`config.mk`:
```
export PLATFORM = sky130hd
export DESIGN_NAME = hls_run_sequencer
export DESIGN_NICKNAME = d
export VERILOG_FILES = /design/src/rtl/hls_run_sequencer.sv
export SDC_FILE = /design/constraint.sdc
export NUM_CORES = 1
export LEC_CHECK = 0
export CAP_MARGIN = 10
export CORE_AREA = 4 4 148 150
export DETAILED_ROUTE_END_ITERATION = 8
export DIE_AREA = 0 0 152 154
export PLACE_DENSITY = 0.75
export SKIP_LAST_GASP = 1
export SYNTH_ARGS = -nofsm -noshare
export SYNTH_HDL_FRONTEND = slang
export SYNTH_SLANG_ARGS = --single-unit
export TNS_END_PERCENT = 50
```
`constraint.sdc`:
```
create_clock -name clock -period 2.4 [get_ports clock]
set_input_delay 0.24 -clock clock [delete_from_list [all_inputs] [get_ports clock]]
set_output_delay 0.24 -clock clock [all_outputs]
set_load 0.05 [all_outputs]
```
`src/rtl/hls_run_sequencer.sv`:
```
// Sequences one accelerator run: byte preload over slave channel 0, start/done with cycle count, byte readback stream.
// Optional watchdog on the run phase is enabled by defining HLS_SEQ_WATCHDOG_EN (adds wd_expired).
module hls_run_sequencer #(
  parameter int NCH      = 2,
  parameter int ADDR_W   = 10,
  parameter int DATA_W   = 64,
  parameter int SIZE_W   = 7,
  parameter int CYC_W    = 32,
  parameter int WD_LIMIT = 200000000
) (
  input  logic                  clock,
  input  logic                  reset,
  input  logic                  ld_valid,
  output logic                  ld_ready,
  input  logic [ADDR_W-1:0]     ld_addr,
  input  logic [7:0]            ld_data,
  input  logic                  ld_last,
  input  logic [ADDR_W-1:0]     rb_base,
  input  logic [ADDR_W-1:0]     rb_len,
  output logic                  rd_valid,
  input  logic                  rd_ready,
  output logic [7:0]            rd_data,
  output logic                  rd_last,
  output logic                  busy,
  output logic                  run_done,
  output logic [CYC_W-1:0]      run_cycles,
  output logic                  start_port,
  input  logic                  done_port,
  output logic [NCH-1:0]        S_oe_ram,
  output logic [NCH-1:0]        S_we_ram,
  output logic [NCH*ADDR_W-1:0] S_addr_ram,
  output logic [NCH*DATA_W-1:0] S_Wdata_ram,
  output logic [NCH*SIZE_W-1:0] S_data_ram_size,
  input  logic [NCH*DATA_W-1:0] Sout_Rdata_ram,
  input  logic [NCH-1:0]        Sout_DataRdy,
`ifdef HLS_SEQ_WATCHDOG_EN
  output logic                  wd_expired,
`endif
  output logic [2:0]            dbg_state
);

  typedef enum logic [2:0] {
    S_IDLE       = 3'd0,
    S_WR_REQ     = 3'd1,
    S_START      = 3'd2,
    S_RUN        = 3'd3,
    S_READ_SETUP = 3'd4,
    S_RD_REQ     = 3'd5,
    S_RD_OUT     = 3'd6,
    S_FINISH     = 3'd7
  } state_t;

  localparam logic [SIZE_W-1:0] BYTE_SIZE = SIZE_W'(8);
  localparam logic [CYC_W-1:0]  CNT_MAX   = '1;
  localparam logic [CYC_W-1:0]  WD_LIM    = CYC_W'(WD_LIMIT);

  state_t              state;
  logic                we_q;
  logic                oe_q;
  logic [ADDR_W-1:0]   addr_q;
  logic [7:0]          wdata_q;
  logic [SIZE_W-1:0]   size_q;
  logic                last_q;
  logic [CYC_W-1:0]    cnt;
  logic [CYC_W-1:0]    cnt_inc;
  logic [ADDR_W-1:0]   rd_addr;
  logic [ADDR_W-1:0]   rd_addr_inc;
  logic [ADDR_W-1:0]   remain;
  logic                unused_bits;

  // Both streams are valid/ready: a transfer happens on a rising clock edge where
  // valid and ready are both high; the source holds its payload stable until then.
  assign ld_ready    = (state == S_IDLE) && !reset;
  assign busy        = (state != S_IDLE) && (state != S_FINISH);
  assign run_cycles  = cnt;
  assign dbg_state   = state;
  assign cnt_inc     = (cnt == CNT_MAX) ? cnt : cnt + CYC_W'(1);
  assign rd_addr_inc = rd_addr + ADDR_W'(1);
  assign unused_bits = ^{Sout_Rdata_ram, Sout_DataRdy, WD_LIM};

  // Only channel 0 is ever used; every other channel bit stays 0.
  always_comb begin
    S_oe_ram                     = '0;
    S_we_ram                     = '0;
    S_addr_ram                   = '0;
    S_Wdata_ram                  = '0;
    S_data_ram_size              = '0;
    S_oe_ram[0]                  = oe_q;
    S_we_ram[0]                  = we_q;
    S_addr_ram[ADDR_W-1:0]       = addr_q;
    S_Wdata_ram[7:0]             = wdata_q;
    S_data_ram_size[SIZE_W-1:0]  = size_q;
  end

  always_ff @(posedge clock) begin
    if (reset) begin
      state      <= S_IDLE;
      we_q       <= 1'b0;
      oe_q       <= 1'b0;
      addr_q     <= '0;
      wdata_q    <= '0;
      size_q     <= '0;
      last_q     <= 1'b0;
      cnt        <= '0;
      rd_addr    <= '0;
      remain     <= '0;
      rd_valid   <= 1'b0;
      rd_data    <= '0;
      rd_last    <= 1'b0;
      run_done   <= 1'b0;
      start_port <= 1'b0;
`ifdef HLS_SEQ_WATCHDOG_EN
      wd_expired <= 1'b0;
`endif
    end else begin
      start_port <= 1'b0;
      run_done   <= 1'b0;
      case (state)
        S_IDLE: begin
          if (ld_valid) begin
            addr_q  <= ld_addr;
            wdata_q <= ld_data;
            size_q  <= BYTE_SIZE;
            last_q  <= ld_last;
            we_q    <= 1'b1;
            state   <= S_WR_REQ;
          end
        end
        S_WR_REQ: begin
          if (Sout_DataRdy[0]) begin
            we_q    <= 1'b0;
            addr_q  <= '0;
            wdata_q <= '0;
            size_q  <= '0;
            if (last_q) begin
              start_port <= 1'b1;
              cnt        <= CYC_W'(1);
`ifdef HLS_SEQ_WATCHDOG_EN
              wd_expired <= 1'b0;
`endif
              state      <= S_START;
            end else begin
              state <= S_IDLE;
            end
          end
        end
        S_START: begin
          state <= done_port ? S_READ_SETUP : S_RUN;
        end
        S_RUN: begin
          // The done cycle itself is counted, then the counter freezes.
          if (done_port) begin
            cnt   <= cnt_inc;
            state <= S_READ_SETUP;
          end else begin
`ifdef HLS_SEQ_WATCHDOG_EN
            if (cnt_inc >= WD_LIM) begin
              cnt        <= WD_LIM;
              wd_expired <= 1'b1;
              run_done   <= 1'b1;
              state      <= S_FINISH;
            end else begin
              cnt <= cnt_inc;
            end
`else
            cnt <= cnt_inc;
`endif
          end
        end
        S_READ_SETUP: begin
          if (rb_len == '0) begin
            run_done <= 1'b1;
            state    <= S_FINISH;
          end else begin
            rd_addr <= rb_base;
            remain  <= rb_len;
            addr_q  <= rb_base;
            size_q  <= BYTE_SIZE;
            oe_q    <= 1'b1;
            state   <= S_RD_REQ;
          end
        end
        S_RD_REQ: begin
          if (Sout_DataRdy[0]) begin
            oe_q     <= 1'b0;
            addr_q   <= '0;
            size_q   <= '0;
            rd_valid <= 1'b1;
            rd_data  <= Sout_Rdata_ram[7:0];
            rd_last  <= (remain == ADDR_W'(1));
            state    <= S_RD_OUT;
          end
        end
        S_RD_OUT: begin
          if (rd_ready) begin
            rd_valid <= 1'b0;
            rd_last  <= 1'b0;
            rd_addr  <= rd_addr_inc;
            remain   <= remain - ADDR_W'(1);
            if (remain == ADDR_W'(1)) begin
              run_done <= 1'b1;
              state    <= S_FINISH;
            end else begin
              addr_q <= rd_addr_inc;
              size_q <= BYTE_SIZE;
              oe_q   <= 1'b1;
              state  <= S_RD_REQ;
            end
          end
        end
        S_FINISH: begin
          state <= S_IDLE;
        end
        default: begin
          state <= S_IDLE;
        end
      endcase
    end
  end

endmodule

```
==> impl_metrics.tcl <==
set metrics [dict create \
    yosysWarningCount 0 \
    endpoint_kind "flop" \
    drc_errors 0 \
    wl_um 15400 \
    grt_max_degree 46 \
    drt_iter0_markers 269 \
    fmax_ghz 0.449 \
    fp.coreArea_sq_um 20700 \
    syn_area_sq_um 5750 \
    crit_arrival_ns 2.48 \
    nets 1059 \
    cts_made_buffers 9 \
    die_area_sq_um 23400 \
    layout_common_cells "conb_1, clkdlybuf4s50_1, nor2_1" \
    holdWs_ns 0.251 \
    cts_tree "done" \
    start_util 0.278 \
    synth_edf_count 0 \
    slew_viol_final 0 \
    vias_per_cell 4.53 \
    cts_buffer_depth 2 \
    hpwlAfterDp_um 12200 \
    grt_pass1_wl_um 23900 \
    tightestPinTransition_ns 0.679 \
    critPathLaunchType "flop" \
    critical_path_class "reg2reg" \
    min_path_type "in2reg" \
    cp_max_fo 6 \
    fin_crit_sh 0.929 \
    synthCells 760 \
    async_flop_share 0 \
    status "complete, no violations" \
    cts_setup_buffers 0 \
    rows 53 \
    antennaDiodeCount 0 \
    drtPass1Iterations 5 \
    power.density_nw_per_um2 578 \
    area_growth_pct 24.3 \
    finalCriticalPeriod_ns 2.23 \
    synthFlopType "dfxtp_1" \
    hold_buffers 0 \
    grtUsageTotal 0.124 \
    setup_tns_ns 0 \
    avgSynthCellArea_sq_um 7.57 \
    ys_seq_area_frac 0.310 \
    port_buffers 122 \
    clockRootBuffer "clkbuf_16" \
    wire_per_inst_um 13.3 \
    clk_pin_slew_ns 0.06 \
    final_common_cell "conb_1" \
    synth_cell_types 55 \
    die_h_um 154 \
    finalHoldViolations 0 \
    grt_pass1_vias 4698 \
    drive_above_1_share 0.0711 \
    antenna_left 0 \
    synth_seq_cells 89 \
    post_cts_resized 0 \
    maxCapViolations 0 \
    cts.sinks 89 \
    dr_total_vias 5265 \
    crit_required_ns 2.65 \
    finalClockSkew_ns 0.0102 \
    gp_congestion 0.833 \
    leakage_uw 0.00262 \
    vdd_drop_max_mv 0.347 \
    die-width_um 152 \
    rsz0062_at_grt "no" \
    io_pins 389 \
    antenna_found_initial 0 \
    setup_viol 0 \
    insertion_delay_ns 0.35 \
    htreeDepth 3 \
    relSlewSlack 0.543 \
    overflow 0 \
]
==> cells by family after synthesis <==
| logic type | share of synthesized area |
|---|---|
| and+or+nand+nor | 0.228 |
| buffers and inverters | 0.224 |
| AOI/OAI and AO/OA | 0.186 |
| DFF | 0.310 |
| xor gates and xnor gates | 0.0320 |
| muxes | 0.0109 |
| adders and majority gates | 0.00870 |
| other | 0.000652 |
==> final timing paths <==
check | startpoint | cells past startpoint | slack, ns | end
worst max-delay path | run_cycles[0] | 6 | 0.17 | run_cycles[7]
worst min-delay path | reset | 2 | 0.25 | wdata_q[1]
worst max register to register | run_cycles[0] | 6 | 0.17 | run_cycles[7]
worst min register to register | addr_q[3] | 2 | 0.45 | addr_q[3]
==> stage by stage <==
stage / utilization / setup WS, ns / instance area, sq um / instances / total power (uW)
after floorplan: - / 0.0239 / 6290 / 904 / 2710
after global placement: 0.332 / 0.121 / 6880 / 1145 / 2840
after detailed placement: 0.332 / 0.106 / 6880 / 1145 / 2840
after CTS: 0.346 / 0.204 / 7150 / 1161 / 4180
after global routing: 0.346 / 0.0224 / 7150 / 1161 / 4310
final: 0.346 / 0.171 / 7150 / 1161 / 4130
==> critical path, stage by stage, from the launching register on <==
cell	delay, ns
dfxtp_1	0.42
ha_1	0.22
nand3_1	0.17
nor3_2	0.35
and4_1	0.37
o21ai_0	0.28
a311oi_1	0.34
==> synth_stat cells, types with 2 or more instances <==
master,instances,area share
nand2_1,63,0.041
nor2b_1,4,0.0043
o41ai_1,2,0.0030
ha_1,4,0.0087
buf_1,2,0.0013
a21oi_1,57,0.050
a22o_1,6,0.0091
inv_1,12,0.0078
mux2_2,2,0.0039
nor3b_1,3,0.0039
nor2_1,96,0.063
nand3_1,24,0.021
dfxtp_1,89,0.31
nand4_1,11,0.012
o21a_1,3,0.0039
mux2i_1,4,0.0070
nand3b_1,6,0.0078
a22oi_1,16,0.021
a221oi_1,3,0.0046
and4_1,2,0.0030
o211ai_1,3,0.0039
nor4_1,4,0.0043
a311oi_1,6,0.0091
a31oi_1,5,0.0054
xnor2_1,14,0.021
a211oi_1,20,0.026
and2_1,7,0.0076
a2bb2oi_1,3,0.0046
nand2b_1,2,0.0022
nor3_2,2,0.0035
and3_1,7,0.0076
or4_1,2,0.0026
clkbuf_1,33,0.022
nor3_1,27,0.023
o21ai_0,37,0.032
or3_1,6,0.0065
xor2_1,7,0.011
buf_4,147,0.19
nand3_2,3,0.0052
==> registers in the layout (all words and copies together), names as in the netlist <==
signal      count
run_done        1
dbg_state       3
start_port      1
remain         10
last_q          1
oe_q            1
wdata_q         8
we_q            1
rd_valid        1
size_q          1
addr_q         10
run_cycles     32
rd_last         1
rd_data         8
rd_addr        10
==> routing by layer <==
layer,global-route usage,vias to the layer above,wire [um]
met4,0.0321,0,147
met2,0.204,224,7330
li1,-,2592,-
met5,0,-,0
met1,0.159,2438,6620
met3,0.0366,11,1300
==> report_power, final <==
group | internal, uW | total, uW | switching [uW]
Combinational | 298 | 1240 | 942
Sequential | 1530 | 1570 | 40.7
Clock | 730 | 1320 | 589
Total | 2560 | 4130 | 1570
==> cell type report <==
class,count,area [sq um]
clock buffer,12,246
multi-input combinational,619,3230
timing repair buffer,149,1470
inverter,13,48.8
sequential,89,1780
tap,275,344
fill,2194,13500
clock inverter,4,28.8
No activity file was read; power rests on OpenSTA's default activity.
==> patch 1: new RTL, config.mk and constraints unchanged <==
Add a define of `HLS_SEQ_WATCHDOG_EN`.
--- a/src/rtl/hls_run_sequencer.sv
+++ b/src/rtl/hls_run_sequencer.sv
@@ -1,5 +1,7 @@
 // Sequences one accelerator run: byte preload over slave channel 0, start/done with cycle count, byte readback stream.
 // Optional watchdog on the run phase is enabled by defining HLS_SEQ_WATCHDOG_EN (adds wd_expired).
+`define HLS_SEQ_WATCHDOG_EN
+
 module hls_run_sequencer #(
   parameter int NCH      = 2,
   parameter int ADDR_W   = 10,
Formal check against the unedited RTL (old outputs only; new: wd_expired): same outputs for any inputs over 4 cycles, from zero or initial values and one cycle with reset high; that may be too few to reach the edited logic, so the function may still have changed.
==> patch 1 against the unedited design <==
- the run now ends with negative setup slack left
- design area rose by 28%
- highest routed layer unchanged
- worst setup slack got worse by 810 ps
- sequential cell count rose by 1
- worst hold slack improved by 3.1 ps
- routed wire length rose by 36%
- global-route usage rose by 4.4 points
- total power fell by 2.8%
- count of clock-buffer cells in the layout fell by 2
- area after synthesis rose by 16%
- clock power rose by 5%
==> patch 1: results (changes against the unedited design) <==
* Status: finished with violations
* Failing checks: negative setup slack
* Setup Total Neg Slack at -19,360 ps (-19,360 ps)
* Clk_skew at 9.00 ps (-1.21 ps)
* Placement-stage cell area at 8670 um2 (+26%)
* Max VDD drop at 0.310 mV (-11%)
* Placer Congestion at 0.984 (+18%)
* Setup Viol. Count Final at 35 (+35)
* Final wirelength at 21,000 um (+36%)
* P_leak at 3.63 nW (+39%)
* R2r endpoint: run_cycles[5]$_SDFFE_PP0P_
* NumNets Final at 1,290 (+22%)
* Sw Share at 37.5% (-0.57 points)
* R2R depth at 12 (+6)
* Worst setup margin at -635 ps (-805 ps)
* Fillers at 2,082 (-5.1%)
* IO buf count at 123 (+0.82%)
* WHS Endpoint: run_cycles[19]$_SDFFE_PP0P_
* First-pass GRT wire length at 32,700 um (+37%)
* Top cells by count, synth: buf_4, nor2_1, dfxtp_1, nand2_1, a21oi_1
* Ratio of cells with drive above 1 in the final layout at 22.8% (+16 points)
* Worst-path fanout max at 5 (-1)
* Largest net degree at the start of global routing at 60 (+30%)
* Vias in the first global route at 6,415 (+37%)
* Top post-synthesis cells by area: dfxtp_1, buf_4, nor2_1
* Distinct cells, synth at 73 (+33%)
* DP Wirelength at 16,300 um (+34%)
* DRT Pass-1 Iters at 6 (+1)
* GRT Util Overall at 16.7% (+4.4 points)
* CP arrival at 3260 ps (+780 ps)
* Post-synthesis sequential area ratio at 26.9% (-4.0 points)
## patch 1: cell families after synthesis
kind of cell | synth area share, %
buffers and inverters | 21.0
other | 0.0561
AO/OA/AOI/OAI | 21.8
AND/OR/NAND/NOR | 23.9
XOR/XNOR | 2.75
multiplexers | 2.84
adder cells (fa/ha/maj) | 0.748
flip-flops | 26.9
## patch 1: stage by stage
step	util [%]	hold slack [ps]	setup WS, ps	std cells
3_5_place_dp	41.9	449	-725	1368
5_1_grt	44.2	263	-761	1390
2_1_floorplan	-	376	-658	1035
4_1_cts	43.8	227	-640	1388
6_report	44.2	254	-635	1390
3_3_place_gp	41.9	441	-603	1368
## patch 1: power by group through the flow
stage / registers, mW / clock network [mW] / logic, mW
2_1_floorplan: 1.69 / 0 / 0.906
5_1_grt: 1.55 / 1.47 / 1.14
3_3_place_gp: 1.58 / 0 / 1.08
6_report: 1.55 / 1.38 / 1.09
3_5_place_dp: 1.58 / 0 / 1.08
4_1_cts: 1.55 / 1.41 / 1.08
## patch 1: what timing repair did
action	CTS	global route
pin swaps	20	6
cloned	0	1
gates resized for setup	11	13
buffers inserted	6	1
endpoints found under the setup margin	35	45
hold endpoints to repair	0	0
## patch 1: worst max-delay path by stage
stage,startpoint,cells past startpoint,slack [ps],endpoint
3_3_place_gp,run_cycles[6]$_SDFFE_PP0P_,12,-600,run_cycles[11]$_SDFFE_PP0P_
2_1_floorplan,run_cycles[1]$_SDFFE_PP0P_,12,-660,run_cycles[12]$_SDFFE_PP0P_
6_report,run_cycles[6]$_SDFFE_PP0P_,12,-630,run_cycles[5]$_SDFFE_PP0P_
5_1_grt,run_cycles[6]$_SDFFE_PP0P_,13,-760,run_cycles[8]$_SDFFE_PP0P_
4_1_cts,run_cycles[0]$_SDFFE_PP0P_,14,-640,run_cycles[11]$_SDFFE_PP0P_
3_5_place_dp,run_cycles[6]$_SDFFE_PP0P_,12,-730,run_cycles[11]$_SDFFE_PP0P_
## patch 1: layer usage
layer,global-route usage (%),share of wire (%)
met3,3.88,8.5
met5,0,0
met4,4.97,1.9
met1,20.9,41
met2,28.8,48
## patch 1: layout make-up
class / count / share of cell area (%)
multi-input combinational: 725 / 46.0
timing repair buffer: 270 / 26.1
sequential: 90 / 20.4
tap: 275 / 3.76
clock buffer: 10 / 2.74
inverter: 16 / 0.657
clock inverter: 4 / 0.287
==> patch 2: new RTL, same flow settings <==
Made on the original files. Register the output `dbg_state` once more; this adds one clock of latency there. The other outputs are not delayed to match.
--- a/src/rtl/hls_run_sequencer.sv
+++ b/src/rtl/hls_run_sequencer.sv
@@ -73,7 +73,9 @@
   assign ld_ready    = (state == S_IDLE) && !reset;
   assign busy        = (state != S_IDLE) && (state != S_FINISH);
   assign run_cycles  = cnt;
-  assign dbg_state   = state;
+  always_ff @(posedge clock) begin
+    dbg_state <= state;
+  end
   assign cnt_inc     = (cnt == CNT_MAX) ? cnt : cnt + CYC_W'(1);
   assign rd_addr_inc = rd_addr + ADDR_W'(1);
   assign unused_bits = ^{Sout_Rdata_ram, Sout_DataRdy, WD_LIM};
Behaviour: not the same (a bounded check fails within 4 cycles, from zero or initial values and one cycle with reset high).
==> patch 2 against the unedited design <==
- clock skew rose by 0.67 ps
- die area did not move
- total power fell by 2.2%
- via count rose by 2.9%
- count of clock-buffer cells in the layout fell by 2
- synthesized cell count rose by 1.2%
- design area rose by 2.0%
- area after synthesis rose by 4.0%
- sequential cell count rose by 3
- worst setup slack improved by 29 ps
- routed wire length rose by 5.8%
- highest routed layer unchanged
==> patch 2: results (changes against the unedited design) <==
* Status: finished clean
* Post-CTS sizing at 0 (unchanged)
* Post-synthesis compound-gate area fraction at 18.4% (-0.15 points)
* Main combinational cell family by area after synthesis: simple AND/OR/NAND/NOR gates
* Place WS at 82.0 ps (-23.9 ps)
* Detailed Route Iter0 Violations at 361 (+34%)
* Max incr delay on CP at 530 ps (+110 ps)
* Ratio of cells with drive above 1 in the final layout at 7.34% (+0.23 points)
* Xor and xnor area share after synthesis at 2.49% (-0.71 points)
* Reg2Reg Setup Slack at 200 ps (+30 ps)
* Clk Latency, worst-skew pair at 350 ps (about the same)
* GRT Util Overall at 13.2% (+0.78 points)
* Fillers at 2,177 (-0.77%)
* Hold Path Class: input port to flip-flop
* Adder-cell share of the synthesized area at 0.836% (-0.033 points)
* GR Layer Usage met1 at 17.4% (+1.6 points)
* NumNets Final at 1,058 (-0.094%)
* CP arrival at 2470 ps
* CTS Buffer Depth at 2 (unchanged)
* Via count at 5,419 (+2.9%)
* Clk_skew at 10.9 ps (+0.667 ps)
* H-tree depth at 3 (unchanged)
* DRT Pass-1 Iters at 5 (unchanged)
* Least-Margin Pin Slew at 656 ps (-23.0 ps)
* Synthesis warning total at 0 (unchanged)
* Sw Share at 35.9% (-2.2 points)
* CTS buffer count at 9 (unchanged)
* R2r endpoint: run_cycles[25]$_SDFFE_PP0P_
* Top post-synthesis cells by area: dfxtp_1, buf_4, nor2_1
* P_leak at 2.75 nW (+5.0%)
* Slowest-stage cell, CP: a21oi_4
* IO buf count at 122 (unchanged)
* Master cell of the clock root buffer: clkbuf_16
* Max Freq at 455 MHz (+1.3%)
* GRT met3 Usage at 3.86% (+0.20 points)
* Max VDD drop at 0.337 mV (-2.8%)
* Top FF cell, synth: dfxtp_1
* Post-CTS Setup Inserts at 0 (unchanged)
* Top cells by count, synth: buf_4, dfxtp_1, nor2_1, nand2_1, a21oi_1
* Worst-path fanout max at 26 (+20)
* R2R depth at 6 (unchanged)
* Vias in the first global route at 4,694 (-0.085%)
* Clock slew at reported path FFs at 70 ps
* DP Wirelength at 12,500 um (+2.6%)
* Wire per inst at 14.1 um (+5.9%)
* Placer Congestion at 0.857 (+2.9%)
* Post-synthesis sequential area ratio at 30.8% (-0.19 points)
* CP top delay family: compound AO/OA/AOI/OAI gates
* Setup crit end: run_cycles[25]$_SDFFE_PP0P_
* Critical path startpoint: run_cycles[16]$_SDFFE_PP0P_
* Largest net degree at the start of global routing at 57 (+24%)
* Met2 Use GR at 20.9% (+0.49 points)
* Ys async rst share at 0% (unchanged)
* Max reg flops at 32 (unchanged)
* First-pass GRT wire length at 25,200 um (+5.5%)
* CTS tree: yes
* Distinct cells, synth at 63 (+15%)
* ANT cells at 0 (unchanged)
* Mux cell area share after synthesis at 0.523% (-0.56 points)
## patch 2: power groups by stage
stage          combinational [mW]  clock [mW]  sequential [mW]
2_1_floorplan               0.851           0             1.71
3_3_place_gp                0.991           0             1.61
3_5_place_dp                0.992           0             1.62
4_1_cts                     0.993        1.53             1.58
5_1_grt                      1.04        1.58             1.58
6_report                    0.996        1.46             1.58
## patch 2: through the flow
step	cell area [um2]	std cells	hold WS [ps]	utilization (%)	power [mW]
global route	7290	1160	271	35.3	4.21
CTS	7290	1160	250	35.3	4.10
floorplan	6530	913	339	-	2.56
detailed placement	6990	1144	421	33.8	2.61
global placement	6990	1144	423	33.8	2.60
finish	7290	1160	269	35.3	4.04
## patch 2: worst min-delay path by stage
stage | start | endpoint | cells after the start
5_1_grt | reset | run_cycles[4]$_SDFFE_PP0P_ | 2
2_1_floorplan | state[0]$_SDFFE_PP0P_ | dbg_state[0]$_DFF_P_ | 0
4_1_cts | reset | start_port$_SDFF_PP0_ | 2
3_3_place_gp | state[0]$_SDFFE_PP0P_ | dbg_state[0]$_DFF_P_ | 0
3_5_place_dp | state[0]$_SDFFE_PP0P_ | dbg_state[0]$_DFF_P_ | 0
6_report | reset | run_cycles[4]$_SDFFE_PP0P_ | 2
## patch 2: metal layers
layer	up-vias	routed length [um]
met4	0	206
met3	14	1570
met2	271	7610
li1	2629	-
met5	-	0
met1	2505	6920
## patch 2: cell type report
type,instances,area share [%]
multi-input combinational,625,45.8
sequential,92,25.2
timing repair buffer,147,19.9
tap,275,4.72
clock buffer,10,3.14
clock inverter,6,0.978
inverter,5,0.257
